File: config.mk
export PLATFORM = sky130hd
export DESIGN_NAME = delay_line_ctrl_flat
export DESIGN_NICKNAME = d
export VERILOG_FILES = /design/src/rtl/delay_line_ctrl_if.sv /design/src/rtl/delay_line_ctrl.sv /design/src/flat_wrapper.sv
export SDC_FILE = /design/constraint.sdc
export NUM_CORES = 1
export LEC_CHECK = 0
export BUFFER_PORTS_ARGS = -buffer_cell sky130_fd_sc_hd__buf_4
export CORE_MARGIN = 2
export CORE_UTILIZATION = 45
export CTS_BUF_LIST = sky130_fd_sc_hd__clkbuf_4 sky130_fd_sc_hd__clkbuf_8
export DETAILED_ROUTE_END_ITERATION = 8
export PLACE_DENSITY = 0.65
export SYNTH_ARGS = -nofsm -noshare
export SYNTH_HDL_FRONTEND = slang
export SYNTH_SLANG_ARGS = --single-unit
File: constraint.sdc
create_clock -name clk -period 4.05 [get_ports clk]
set_input_delay 0.405 -clock clk [delete_from_list [all_inputs] [get_ports clk]]
set_output_delay 0.405 -clock clk [all_outputs]
set_load 0.02 [all_outputs]
File: src/rtl/delay_line_ctrl_if.sv
// Bundle for the delay line: upstream control/data in, selected tap and occupancy out.
// The master drives the pipeline inputs; the slave is the delay line itself.
interface delay_line_ctrl_if #(
    parameter int WIDTH = 32,
    parameter int SEL_W = 2
) ();
    logic             stall;
    logic             flush;
    logic             din_valid;
    logic [WIDTH-1:0] din;
    logic [SEL_W-1:0] delay_sel;
    logic [WIDTH-1:0] dout;
    logic             dout_valid;
    logic [SEL_W-1:0] occ;

    modport master (
        output stall, flush, din_valid, din, delay_sel,
        input  dout, dout_valid, occ
    );

    modport slave (
        input  stall, flush, din_valid, din, delay_sel,
        output dout, dout_valid, occ
    );
endinterface

File: src/rtl/delay_line_ctrl.sv
// Variable-tap register delay line with per-stage valid bits, stall, flush and occupancy.
// Tap 0 bypasses the stages; tap k reads stage k-1, and taps beyond DEPTH clamp to DEPTH.
module delay_line_ctrl #(
    parameter int WIDTH = 32,
    parameter int DEPTH = 3,
    parameter int SEL_W = 2
) (
    input  logic               clk,
    input  logic               rst,
    delay_line_ctrl_if.slave   bus
);
    generate
        if (DEPTH < 1 || DEPTH > 64 || (2 ** SEL_W) <= DEPTH) begin : g_bad_param
            $fatal(1, "delay_line_ctrl: DEPTH must be 1..64 and 2**SEL_W must exceed DEPTH");
        end
    endgenerate

    localparam logic [SEL_W-1:0] DEPTH_S = SEL_W'(DEPTH);

    logic [WIDTH-1:0] s_q [DEPTH];
    logic [WIDTH-1:0] s_d [DEPTH];
    logic [DEPTH-1:0] v_q;
    logic [DEPTH-1:0] v_d;
    logic [SEL_W-1:0] occ_q;
    logic [SEL_W-1:0] occ_d;

    logic [SEL_W-1:0] sel_c;
    logic [WIDTH-1:0] dout_c;
    logic             dout_valid_c;

    // Flush wins over stall; a stalled or flushed cycle never captures din.
    always_comb begin
        s_d   = s_q;
        v_d   = v_q;
        occ_d = occ_q;
        if (bus.flush) begin
            for (int i = 0; i < DEPTH; i++) begin
                s_d[i] = '0;
            end
            v_d   = '0;
            occ_d = '0;
        end else if (!bus.stall) begin
            s_d[0] = bus.din;
            v_d[0] = bus.din_valid;
            for (int i = 1; i < DEPTH; i++) begin
                s_d[i] = s_q[i-1];
                v_d[i] = v_q[i-1];
            end
            occ_d = occ_q + SEL_W'(bus.din_valid) - SEL_W'(v_q[DEPTH-1]);
        end
    end

    always_ff @(posedge clk or posedge rst) begin
        if (rst) begin
            for (int i = 0; i < DEPTH; i++) begin
                s_q[i] <= '0;
            end
            v_q   <= '0;
            occ_q <= '0;
        end else begin
            for (int i = 0; i < DEPTH; i++) begin
                s_q[i] <= s_d[i];
            end
            v_q   <= v_d;
            occ_q <= occ_d;
        end
    end

    // Tap mux; the default covers delay_sel = 0, the only combinational din-to-dout path.
    always_comb begin
        sel_c        = (bus.delay_sel > DEPTH_S) ? DEPTH_S : bus.delay_sel;
        dout_c       = bus.din;
        dout_valid_c = bus.din_valid;
        for (int i = 0; i < DEPTH; i++) begin
            if (sel_c == SEL_W'(i + 1)) begin
                dout_c       = s_q[i];
                dout_valid_c = v_q[i];
            end
        end
    end

    assign bus.dout       = dout_c;
    assign bus.dout_valid = dout_valid_c;
    assign bus.occ        = occ_q;
endmodule
File: src/flat_wrapper.sv
// flat-port wrapper written by rule: the top's interface ports become plain ports
module delay_line_ctrl_flat 
#(
    parameter int WIDTH = 32,
    parameter int DEPTH = 3,
    parameter int SEL_W = 2
)
  (clk, rst, bus_stall, bus_flush, bus_din_valid, bus_din, bus_delay_sel, bus_dout, bus_dout_valid, bus_occ);
  delay_line_ctrl_if #(.WIDTH(WIDTH), .SEL_W(SEL_W)) bus_i ();
  input  logic clk;
  input  logic rst;
  input wire logic [$bits(bus_i.stall)-1:0] bus_stall;
  input wire logic [$bits(bus_i.flush)-1:0] bus_flush;
  input wire logic [$bits(bus_i.din_valid)-1:0] bus_din_valid;
  input wire logic [$bits(bus_i.din)-1:0] bus_din;
  input wire logic [$bits(bus_i.delay_sel)-1:0] bus_delay_sel;
  output wire logic [$bits(bus_i.dout)-1:0] bus_dout;
  output wire logic [$bits(bus_i.dout_valid)-1:0] bus_dout_valid;
  output wire logic [$bits(bus_i.occ)-1:0] bus_occ;
  assign bus_i.stall = bus_stall;
  assign bus_i.flush = bus_flush;
  assign bus_i.din_valid = bus_din_valid;
  assign bus_i.din = bus_din;
  assign bus_i.delay_sel = bus_delay_sel;
  assign bus_dout = bus_i.dout;
  assign bus_dout_valid = bus_i.dout_valid;
  assign bus_occ = bus_i.occ;
  delay_line_ctrl #(.WIDTH(WIDTH), .DEPTH(DEPTH), .SEL_W(SEL_W)) u_core (.clk(clk), .rst(rst), .bus(bus_i));
endmodule
Word level (Yosys, flattened, before mapping)
Cells that the tools add are included.

Register bits after elaboration: 101. Input port bits: 39. Output and inout port bits: 35. Word-level logic and storage cells: 25.

$add $sub $neg: 2. Magnitude comparators: 1. Equality and inequality tests: 4. Muxes and demuxes: 13.

Operators by type and width (number): $mux W96 (2); $mux W32 (3); $mux W2 (3); $mux W3 (2); $eq A2 B2 Y1 const B (2); $mux W1 (3); $add A2 B1 Y2 (1); $eq A2 B1 Y1 const B (1); $gt A2 B2 Y1 const B (1); $ne A2 B1 Y1 const B (1); $sub A2 B1 Y2 (1).

Depth between registers and ports, before layout
Word-level depth: 6. Mapped depth: 7. Depth with buffers taken out: 7.

Worst setup path after synthesis
OpenSTA, ideal clock, no wires.

Path kind: input port to output port. From: input bus_delay_sel[1]. To: output bus_dout[28]. Arrival time: 1228 ps. Path slack: 2417 ps. Cell stages on the path: 3. Path through: buf_6 buf_6 mux4_2.

Longest elaborated chain between the ends: 6. Elaborated cells on any way between the ends: 8. Classes of those cells: order compare (1); eq/ne (3); mux (4).

RTL lines: start: declaration (line flat_wrapper.sv:16) `input wire logic [$bits(bus_i.delay_sel)-1:0] bus_delay_sel;`; $gt A2 B2 Y1 (line delay_line_ctrl.sv:71) `sel_c = (bus.delay_sel > DEPTH_S) ? DEPTH_S : bus.delay_sel;`; $mux W2 (*) (line delay_line_ctrl.sv:71); $eq A2 B1 Y1 (line delay_line_ctrl.sv:75) `if (sel_c == SEL_W'(i + 1)) begin`; $mux W32 (2 in a row) (line delay_line_ctrl.sv:75); $mux W32 (*) (line delay_line_ctrl.sv:75); end: declaration (line flat_wrapper.sv:17) `output wire logic [$bits(bus_i.dout)-1:0] bus_dout;`.

Mark *: on every way between the ends. The rest lies on a longest branch, timed or not.

Worst setup path after layout
From: input bus_delay_sel[0]. To: output bus_dout[1].

Same word-level chain as after synthesis.

==> results.txt <==
Clock root cell - clkbuf_8
RSZ-0062 raised after global routing - false
Post-route DRC - 0
ANT cells - 0
Post-Synth XOR/XNOR Area - 0.177%
Antenna-violating nets left - 0
CTS Hold Bufs - 0
Outcome - finished clean
# rows - 38
Clock Path Buffers - 2
Post-synthesis sequential area ratio - 51.0%
CTS tree - built
Achievable frequency - 0.480 GHz
Post-CTS Resized - 0
H-tree Lvls - 3
Final hold vios - 0
Worst Setup End Kind - primary output
TritonCTS Buffers - 9
Die area - 11900 µm²
Overall routing resource usage - 17.1%
Post-CTS Repair Setup Buffers - 0
Worst-margin pin slew - 1.24 ns
Leakage - 0.00292 µW
Synthesized area - 4950 µm²
Count of final setup violators - 0
Max-Cap Viols - 0
Final Slew Violations - 0
Core Box Area - 10800 µm²
Fin Clk Skew - 0.00831 ns
GRT overflow - 0
Final period util - 51.5%
Clock Latency Late Sink - 0.37 ns
Syn_nets - 414
Die Y - 109 µm
Buffers on Ports - 73
Post-DR vias/cell - 5.32
Startpoint Class - primary input
Power Density - 378 nW/µm²
Setup WS pre-CTS - 1.93 ns
Yosys cell types - 16
Number of global-route vias before repair - 3090
CP Max Fanout - 33
#FFs+latches synth - 101
First-pass GRT wire length - 15600 µm
Final Util - 53.0%
Post-DP HPWL - 5520 µm
Vias after detailed routing - 3047
Main combinational cell family by area after synthesis - multiplexers
Crit Path Class - in2out
Rel. slew slack - 17.2%
GP Congestion - 0.720
Syn Area/Cell - 13.3 µm²
I/O Pins - 74
Avg WL per Cell - 16.4 µm
Starting Density - 45.9%
Post-synthesis simple-gate area fraction - 7.71%
CP Data Arrival Time - 1.68 ns
Worst min-delay path class - in2async
Yosys warning count - 0
Mux cell area share after synthesis - 35.7%
Worst VDD drop - 0.000199 V
Largest net degree at the start of global routing - 103
Die Width - 109 µm
Adder-cell share of the synthesized area - 0.505%
Nets - 469
Clock-pin slew on the worst setup and hold paths - 0.10 ns
Compound-Gate Fraction of Synth Area - 0.202%
Antenna violations before repair - 0
Sum Neg Setup Slack - 0 ns
Clock sinks - 101
Cells after synthesis - 373
Drt first-iter violations - 172
Drt first pass iters - 4
CP required - 3.64 ns
Share of cells above drive strength 1 - 27.3%
Routed WL - 9400 µm
Final WS setup - 1.97 ns
Post-layout min period - 2.08 ns
Area grow syn2layout - 15.4%
state kept, by name (all words and copies together) (netlist names):
name            cells
u_core.s_q         96
u_core.v_q          3
u_core.bus.occ      2
power by group:
| part | internal (µW) | switching, µW | total (µW) |
|---|---|---|---|
| Combinational | 145 | 159 | 304 |
| Clock | 441 | 345 | 786 |
| Sequential | 1040 | 26.4 | 1070 |
| Total | 1630 | 530 | 2160 |
per-stage QoR:
stage	std cells	total power (µW)	hold slack, ns	cell area [µm²]
3_3_place_gp	557	1390	0.498	5470
3_5_place_dp	557	1400	0.510	5470
2_1_floorplan	373	1300	0.481	4950
6_report	573	2160	0.208	5720
4_1_cts	573	2190	0.246	5720
5_1_grt	573	2250	0.269	5720
path summary, 6_finish.rpt:
path / slack, ns / end / cells after the start / startpoint
worst max register to register: 2.48 / u_core.bus.occ[1] / 7 / u_core.bus.occ[0]
worst min-delay path: 0.21 / u_core.s_q[51] / 2 / rst
worst max-delay path: 1.97 / bus_dout[1] / 3 / bus_delay_sel[0]
worst min register to register: 0.53 / u_core.s_q[6] / 2 / u_core.s_q[6]
max in group asynchronous: 2.91 / u_core.s_q[12] / 3 / rst
min in group clk: 0.28 / u_core.s_q[70] / 3 / bus_din[6]
critical path: stages:
cell    delay, ns
buf_4        0.46
mux4_1       0.64
buf_4        0.18
synthesized netlist by cell type, drive strengths merged:
cell / count / share of area [%]
nor2: 100 / 7.6
mux4: 33 / 15
dfrtp: 101 / 51
a21oi: 1 / 0.10
xnor2: 1 / 0.18
ha: 2 / 0.51
or3: 1 / 0.13
o21ai: 1 / 0.10
clkbuf: 9 / 0.68
inv: 3 / 0.23
buf: 21 / 3.8
mux2i: 100 / 20
logic make-up (layout without fill, tap and decap cells):
group | after synthesis | count (layout)
flops | 101 | 101
xor+xnor | 1 | 1
mux | 133 | 133
simple gates | 101 | 101
compound gates | 2 | 2
fa+ha+maj | 2 | 2
buf+inv | 33 | 93
cells in the final DEF, fill, tap and decap left out:
cell type,count
inv_1,2
mux4_1,6
buf_6,1
bufinv_16,3
dfrtp_1,101
buf_4,73
clkbuf_8,10
inv_4,1
clkinv_2,1
or3_1,1
a21oi_1,1
mux4_2,27
o21ai_0,1
mux2i_1,100
xnor2_1,1
nor2_1,100
ha_1,2
clkbuf_4,2
metal layers:
layer,global-route usage (%),vias to the layer above,wire length (µm)
met5,0,-,0
met4,5.49,0,125
met3,5.26,11,492
met2,26.1,57,4420
met1,23.6,1562,4360
li1,-,1417,-
final cells by class:
type                    count  area (µm²)
clock buffers              12         153
inverters                   3        13.8
flip-flops and latches    101        2530
clock inverters             4        95.1
well taps                 140         175
multi-input cells         239        2190
repair buffers             74         559
fillers                   938        5080
(Power assumes the default switching activity.)
